--- src/rtl/mux4_rr_arbiter_if.sv ---
// mux4_rr_arbiter_if: request/grant and mux-select bundle between requesters and the arbiter.
interface mux4_rr_arbiter_if;
  logic [3:0] req;
  logic       lock;
  logic [3:0] gnt;
  logic       sel0;
  logic       sel1;
  logic       busy;
  logic [1:0] owner;
  modport master (output req, lock, input gnt, sel0, sel1, busy, owner);
  modport slave  (input req, lock, output gnt, sel0, sel1, busy, owner);
endinterface

--- src/rtl/mux4_rr_arbiter.sv ---
// mux4_rr_arbiter: round-robin owner of a 4:1 mux channel with bounded, lockable bursts.
module mux4_rr_arbiter #(
  parameter int BURST_LEN = 4,
  parameter int CW        = 3
) (
  input  logic              clk,
  input  logic              rst_n,
  mux4_rr_arbiter_if.slave  bus
);
  typedef enum logic {IDLE, GRANT} state_t;
  state_t        state, state_nx;
  logic [CW-1:0] cnt, cnt_nx, cnt_sat;
  logic [1:0]    own, own_nx, last, last_nx, win;
  logic [3:0]    gnt, gnt_nx, cand;
  logic          found, handover, idle_go;
  function automatic logic [2:0] rr_pick(input logic [3:0] r, input logic [1:0] p);
    logic [2:0] res;
    res = 3'b000;
    // Scan farthest offset first so the nearest requester after p wins.
    for (int k = 4; k >= 1; k--) begin
      if (r[p + 2'(k)]) res = {1'b1, p + 2'(k)};
    end
    return res;
  endfunction
  always_ff @(posedge clk or negedge rst_n) begin
    if (!rst_n) begin
      state <= IDLE;
      cnt   <= '0;
      own   <= 2'd0;
      last  <= 2'd3;
      gnt   <= 4'b0000;
    end else begin
      state <= state_nx;
      cnt   <= cnt_nx;
      own   <= own_nx;
      last  <= last_nx;
      gnt   <= gnt_nx;
    end
  end
  always_comb begin
    cand            = (state == GRANT) ? bus.req & ~(4'b0001 << own) : bus.req;
    {found, win}    = rr_pick(cand, last);
    cnt_sat         = (cnt == CW'(BURST_LEN)) ? cnt : cnt + 1'b1;
    handover        = found & ((state == IDLE) | ~bus.req[own] | (~bus.lock & (cnt == CW'(BURST_LEN))));
    idle_go         = (state == GRANT) & ~bus.req[own] & ~found;
    state_nx        = handover ? GRANT : idle_go ? IDLE : state;
    cnt_nx          = handover ? CW'(1) : (idle_go | (state == IDLE)) ? '0 : cnt_sat;
    own_nx          = handover ? win : own;
    last_nx         = handover ? win : last;
    gnt_nx          = handover ? 4'b0001 << win : idle_go ? 4'b0000 : gnt;
  end
  always_comb begin
    bus.gnt   = gnt;
    bus.sel0  = own[0];
    bus.sel1  = own[1];
    bus.owner = own;
    bus.busy  = |gnt;
  end
endmodule

--- src/flat_wrapper.sv ---
// flat-port wrapper written by rule: the top's interface ports become plain ports
module mux4_rr_arbiter_flat 
#(
  parameter int BURST_LEN = 4,
  parameter int CW        = 3
)
  (clk, rst_n, bus_req, bus_lock, bus_gnt, bus_sel0, bus_sel1, bus_busy, bus_owner);
  mux4_rr_arbiter_if bus_i ();
  input  logic clk;
  input  logic rst_n;
  input wire logic [$bits(bus_i.req)-1:0] bus_req;
  input wire logic [$bits(bus_i.lock)-1:0] bus_lock;
  output wire logic [$bits(bus_i.gnt)-1:0] bus_gnt;
  output wire logic [$bits(bus_i.sel0)-1:0] bus_sel0;
  output wire logic [$bits(bus_i.sel1)-1:0] bus_sel1;
  output wire logic [$bits(bus_i.busy)-1:0] bus_busy;
  output wire logic [$bits(bus_i.owner)-1:0] bus_owner;
  assign bus_i.req = bus_req;
  assign bus_i.lock = bus_lock;
  assign bus_gnt = bus_i.gnt;
  assign bus_sel0 = bus_i.sel0;
  assign bus_sel1 = bus_i.sel1;
  assign bus_busy = bus_i.busy;
  assign bus_owner = bus_i.owner;
  mux4_rr_arbiter #(.BURST_LEN(BURST_LEN), .CW(CW)) u_core (.clk(clk), .rst_n(rst_n), .bus(bus_i));
endmodule
--- config.mk ---
export PLATFORM = sky130hd
export DESIGN_NAME = mux4_rr_arbiter_flat
export DESIGN_NICKNAME = d
export VERILOG_FILES = /design/src/rtl/mux4_rr_arbiter_if.sv /design/src/rtl/mux4_rr_arbiter.sv /design/src/flat_wrapper.sv
export SDC_FILE = /design/constraint.sdc
export NUM_CORES = 1
export LEC_CHECK = 0
export CAP_MARGIN = 10
export CORE_MARGIN = 5
export CORE_UTILIZATION = 50
export CTS_CLUSTER_DIAMETER = 60
export DETAILED_ROUTE_END_ITERATION = 8
export PLACE_DENSITY = 0.77
export SLEW_MARGIN = 10
export SYNTH_ARGS = -nofsm -noshare
export SYNTH_HDL_FRONTEND = slang
export SYNTH_SLANG_ARGS = --single-unit
--- constraint.sdc ---
create_clock -name clk -period 2.8 [get_ports clk]
set_clock_uncertainty 0.15 [all_clocks]
set_input_delay 0.56 -clock clk [delete_from_list [all_inputs] [get_ports clk]]
set_output_delay 0.56 -clock clk [all_outputs]
set_load 0.01 [all_outputs]
# After elaboration in Yosys (flattened, before gate mapping)
# Cells that the tools add are included.
# word_totals
word_cells,55
reg_bits,12
output_inout_bits,9
# classes
shift,2
order_cmp,5
bitwise,13
n_addsub,4
n_mux,22
n_reduce_logical,2
n_eq_ne,2
# ops
operator,n
$mux 3,7
$lt 2x3->1 const B,5
$mux 4,3
$bmux 1 s2,5
$shl 1x2->4 const A,2
$mux 1,7
$add 2x2->2 const B,2
$and 1x1->1,4
$and 4x4->4,1
$not 1->1,4
$not 4->4,1
$reduce_or 4->1,1
$add 3x1->3 const B,1
$eq 3x3->1 const B,1
$ne 3x2->1 const B,1
$or 1x1->1,3
$add 2x1->2 const B,1
$reduce_bool 2->1,1

# Logic depth before layout (Yosys ltp)
# logic_depth
ltp_word,15
mapped_depth,7

# Worst setup path before layout
# OpenSTA, ideal clock, no wires.
# synth_path
path_kind,register to register
start,register u_core.own[0] (netlist: u_core.bus.owner[0])
end,register u_core.own[0] (netlist: u_core.bus.owner[0])
arrival_ns,1.926
setup_ns,0.125
path_stages_with_launch,8
synth_period_minus_slack_ns,2.200
slack_ns,0.600
path_cell_list,dfrtp_1 > buf_6 > xor2_2 > nor2_2 > or4_4 > a221oi_2 > nor3_2 > mux2_2
# synth_via
elab_chain_len,11
# synth_lines
element,line,text
"start, declared",mux4_rr_arbiter.sv:13,"logic [1:0] own, own_nx, last, last_nx, win;"
"start signal, assigned",mux4_rr_arbiter.sv:35,own <= own_nx;
$shl 1x2->4,mux4_rr_arbiter.sv:41,cand = (state == GRANT) ? bus.req & ~(4'b0001 << own) : bus.req;
$not 4->4,mux4_rr_arbiter.sv:41,
$and 4x4->4,mux4_rr_arbiter.sv:41,
$mux 4,mux4_rr_arbiter.sv:41,
$bmux 1 s2,mux4_rr_arbiter.sv:21,"if (r[p + 2'(k)]) res = {1'b1, p + 2'(k)};"
$mux 1 (not written as such),mux4_rr_arbiter.sv:21,
$mux 3 (4 in a row),mux4_rr_arbiter.sv:21,
$and 1x1->1,mux4_rr_arbiter.sv:44,handover = found & ((state == IDLE) | ~bus.req[own] | (~bus.lock & (cnt == CW'(BURST_LEN))));
# Several ways; a longest one is shown, not always the timed one. The select of a mux whose other input is x is not followed.
# A chain may end at the register's enable or synchronous reset.

# Final worst setup path
# layout_path
start,register u_core.last[0]
end,register u_core.own[0] (netlist: u_core.bus.owner[0])
# layout_via
elab_chain_len,7
# layout_lines
element,line,text
"start, declared",mux4_rr_arbiter.sv:13,
"start signal, assigned",mux4_rr_arbiter.sv:36,last <= last_nx;
$add 2x2->2 or $bmux 1 s2 (tied branches),mux4_rr_arbiter.sv:21,
$bmux 1 s2 or $mux 1 (tied branches),mux4_rr_arbiter.sv:21,
$mux 1 (not written as such) or $mux 3 (tied branches),mux4_rr_arbiter.sv:21,
$mux 3 (2 in a row),mux4_rr_arbiter.sv:21,
$mux 3 (*),mux4_rr_arbiter.sv:21,
$and 1x1->1,mux4_rr_arbiter.sv:44,
# Every way passes the cells marked *; elsewhere a longest branch is shown, timed or not. The select of a mux whose other input is x is not followed.

==> results.md <==
- Library cell used as clock root buffer: sky130_fd_sc_hd__clkbuf_4
- Share of the synthesized area in the top cell type: 28.9%
- Post-CTS clock slew at the launch and capture registers of the worst setup and hold paths: 0.07 ns
- Maximum level of the CTS H-tree: 1
- CTS max path bufs: 2
- Yosys top cell by area: sky130_fd_sc_hd__dfrtp_1
- Top flip-flop cell by instance count after synthesis: sky130_fd_sc_hd__dfrtp_1
- Number of vias in the routed layout: 773
- Number of global-route vias before repair: 794
- Fraction of layout cells with a size suffix above 1: 15.8%
- Portion of total power attributed to combinational logic: 60.6%
- Required @ worst endpoint: 2.81 ns
- Minimum period implied by the final worst setup slack: 2.43 ns
- Clock Latency Late Sink: 0.27 ns
- Leak pwr: 0.449 nW
- Area added between synthesis and finish: 22.1%
- Critical Path End Type: register
- Post-synth EDFFs: 0
- First DRT Iteration DRCs: 19
- Post-Route WL: 1930 um
- Final Hold Fails: 0
- Startpoint type of the worst setup path: register
- Data arrival time of the critical path: 2.44 ns
- Remaining antenna violation count: 0
- TritonCTS clock tree: done
- Hold-critical path depth: 1
- Horizontal extent of the die: 51.6 um
- Path type of the worst min-delay path: reg -> reg
- WS Path Type: reg -> reg
- Int Power: 0.000738 W
- Number of buffers added to fix hold violations after cts: 0
- Effective utilization at floorplan: 51.2%
- Final Net Count: 124
- Number of buffers inserted by post-CTS setup repair: 0
- Die area: 2660 um^2
- DRC violation count after routing: 0
- Status: complete, no violations
- Post-detailed-route via-to-cell ratio: 5.90
- Number of cells upsized or downsized after cts: 0
- Fraction of registers with async set or reset after synthesis: 100%
- Worst Setup Slack post-DPL: 0.0997 ns
- Seq cells post-synth: 12
- Worst slew pin tran: 0.539 ns
- Flop2flop setup slack: 0.37 ns
- Post-Synthesis Cells: 97
- Ports: 16
- First-pass iteration count of the detailed router: 5
- Switching component of the power: 0.000570 W
- Overall overflow remaining after global route: 0
- Detailed placement HPWL: 1460 um
- Max Cap Viol: 0
- Post-synthesis net count: 106
- Period Utilization, post-route: 86.8%
- Overall fraction of global-route tracks in use: 17.4%
- Switching power share of the total: 43.6%
- Wirelength per Cell: 14.7 um
- Power per Cell Area: 1240 nW/um^2
- Wire length of the first global-routing pass: 3490 um
- Maximum fanout along the worst path: 13
- Num rows: 15
- Share of power burned in the clock network: 10.2%
- Count of input and output buffers: 15
- RSZ-0062 raised after global routing: no
- Weighted congestion reported at the end of routability-driven placement: 0.900
- Sequential fraction of design power: 29.2%
- Die extent in y: 51.6 um
- Total count of max-transition violations in the final report: 0
- Worst slew margin relative to its limit: 64.0%
- Sequential area share after synthesis: 35.0%
- Reg2Reg Depth: 6
- Highest achievable clock rate: 0.411 GHz
- Clock sink total: 12
- Worst VDD drop: 620 uV
- Netlist Area Pre-Place: 865 um^2
- Antenna diode count: 0
- Core Region: 1690 um^2
- Fin worst setup slack: 0.369 ns
- Warnings from Yosys: 0
- Maximum number of pins on one net before global-route repair: 14
- Number of antenna violations at the first check in global routing: 0
- Final setup violation count: 0
- Sum of negative setup slack: 0 ns
- Largest cells by area after synthesis: sky130_fd_sc_hd__dfrtp_1, sky130_fd_sc_hd__dfstp_2, sky130_fd_sc_hd__nand2_1
- Distinct cells, synth: 42
- Total CTS buffers: 3
- Average footprint of a synthesized cell: 8.91 um^2
==> sequential cells by signal, indices dropped and copies added, names as in the netlist <==
register          count
u_core.cnt            3
u_core.bus.gnt        4
u_core.last           2
u_core.bus.owner      2
u_core.state          1
==> power groups by stage <==
| stage | sequential (W) | clock, W | combinational (W) |
|---|---|---|---|
| 2_1_floorplan | 0.000356 | 0 | 0.000588 |
| 3_3_place_gp | 0.000380 | 0 | 0.000779 |
| 3_5_place_dp | 0.000381 | 0 | 0.000797 |
| 4_1_cts | 0.000379 | 0.000141 | 0.000803 |
| 5_1_grt | 0.000399 | 0.000149 | 0.000889 |
| 6_report | 0.000381 | 0.000134 | 0.000793 |
==> metal layers <==
metal	part of all wire, %	routed length (um)	track usage (%)	up-vias
met5	0	0	0	-
met4	2.2	42	9.61	0
met3	5.1	99	4.01	4
met2	49	941	29.4	21
met1	44	842	20.2	365
li1	-	-	-	383
==> cell usage in the layout, fill, tap and decap left out, types with 3 or more instances in the layout <==
cell | netlist | layout
sky130_fd_sc_hd__clkbuf_4 | 0 | 3
sky130_fd_sc_hd__inv_1 | 7 | 7
sky130_fd_sc_hd__o21ai_0 | 4 | 4
sky130_fd_sc_hd__nor2b_1 | 4 | 4
sky130_fd_sc_hd__nand2_1 | 12 | 12
sky130_fd_sc_hd__nor2_1 | 9 | 9
sky130_fd_sc_hd__dfrtp_1 | 10 | 10
sky130_fd_sc_hd__clkdlybuf4s50_1 | 0 | 15
sky130_fd_sc_hd__a21oi_1 | 6 | 6
==> worst paths after layout <==
kind | from | to
worst min-delay path | u_core.bus.gnt[2] | u_core.bus.gnt[2]
worst max-delay path | u_core.last[0] | u_core.bus.owner[0]
min in group asynchronous | rst_n | u_core.cnt[0]
max in group asynchronous | rst_n | u_core.last[0]
worst max register to register | u_core.last[0] | u_core.bus.owner[0]
worst min register to register | u_core.bus.gnt[2] | u_core.bus.gnt[2]
==> Yosys cell counts, types with 2 or more instances <==
cell	count
sky130_fd_sc_hd__nand2_1	12
sky130_fd_sc_hd__dfrtp_1	10
sky130_fd_sc_hd__nor2_1	9
sky130_fd_sc_hd__inv_1	7
sky130_fd_sc_hd__a21oi_1	6
sky130_fd_sc_hd__nor2b_1	4
sky130_fd_sc_hd__o21ai_0	4
sky130_fd_sc_hd__a31oi_1	2
sky130_fd_sc_hd__a32o_1	2
sky130_fd_sc_hd__and2_1	2
sky130_fd_sc_hd__buf_4	2
sky130_fd_sc_hd__dfstp_2	2
sky130_fd_sc_hd__ha_1	2
sky130_fd_sc_hd__mux2_2	2
sky130_fd_sc_hd__nand3_1	2
sky130_fd_sc_hd__nand4_1	2
sky130_fd_sc_hd__o2bb2ai_1	2
==> final cells by class <==
cell class / instances / area (um^2)
clock buffer: 4 / 36.3
fill: 156 / 633
inverter: 7 / 26.3
multi-input combinational: 74 / 504
sequential: 12 / 303
tap: 17 / 21.3
timing repair buffer: 17 / 165
==> stage by stage <==
stage	total power [W]	utilization [%]	cells	instance area, um^2	hold WS, ns
finish	0.00131	62.5	131	1060	0.368
floorplan	0.000944	-	97	865	0.114
global route	0.00144	62.5	131	1060	0.390
global placement	0.00116	60.4	127	1020	0.354
CTS	0.00132	62.5	131	1060	0.372
detailed placement	0.00118	60.4	127	1020	0.345
==> cell families after synthesis <==
family                     after synthesis  share of synthesized area, %
DFF                                     12                          35.0
buffers and inverters                   11                          6.66
AOI/OAI and AO/OA                       26                          22.3
muxes                                    4                          6.37
and+or+nand+nor                         41                          24.9
xor gates and xnor gates                 1                          1.88
adders and majority gates                2                          2.89
==> worst max-delay path, cell delays in order (launching register included) <==
cell and delay (ns):
sky130_fd_sc_hd__dfstp_2 0.69, sky130_fd_sc_hd__xor2_2 0.24, sky130_fd_sc_hd__nor2_2 0.06, sky130_fd_sc_hd__or4_4 0.51, sky130_fd_sc_hd__a221oi_2 0.27, sky130_fd_sc_hd__nor3_2 0.12
sky130_fd_sc_hd__mux2_2 0.28
Note: power is estimated with default switching activity, not from simulation.
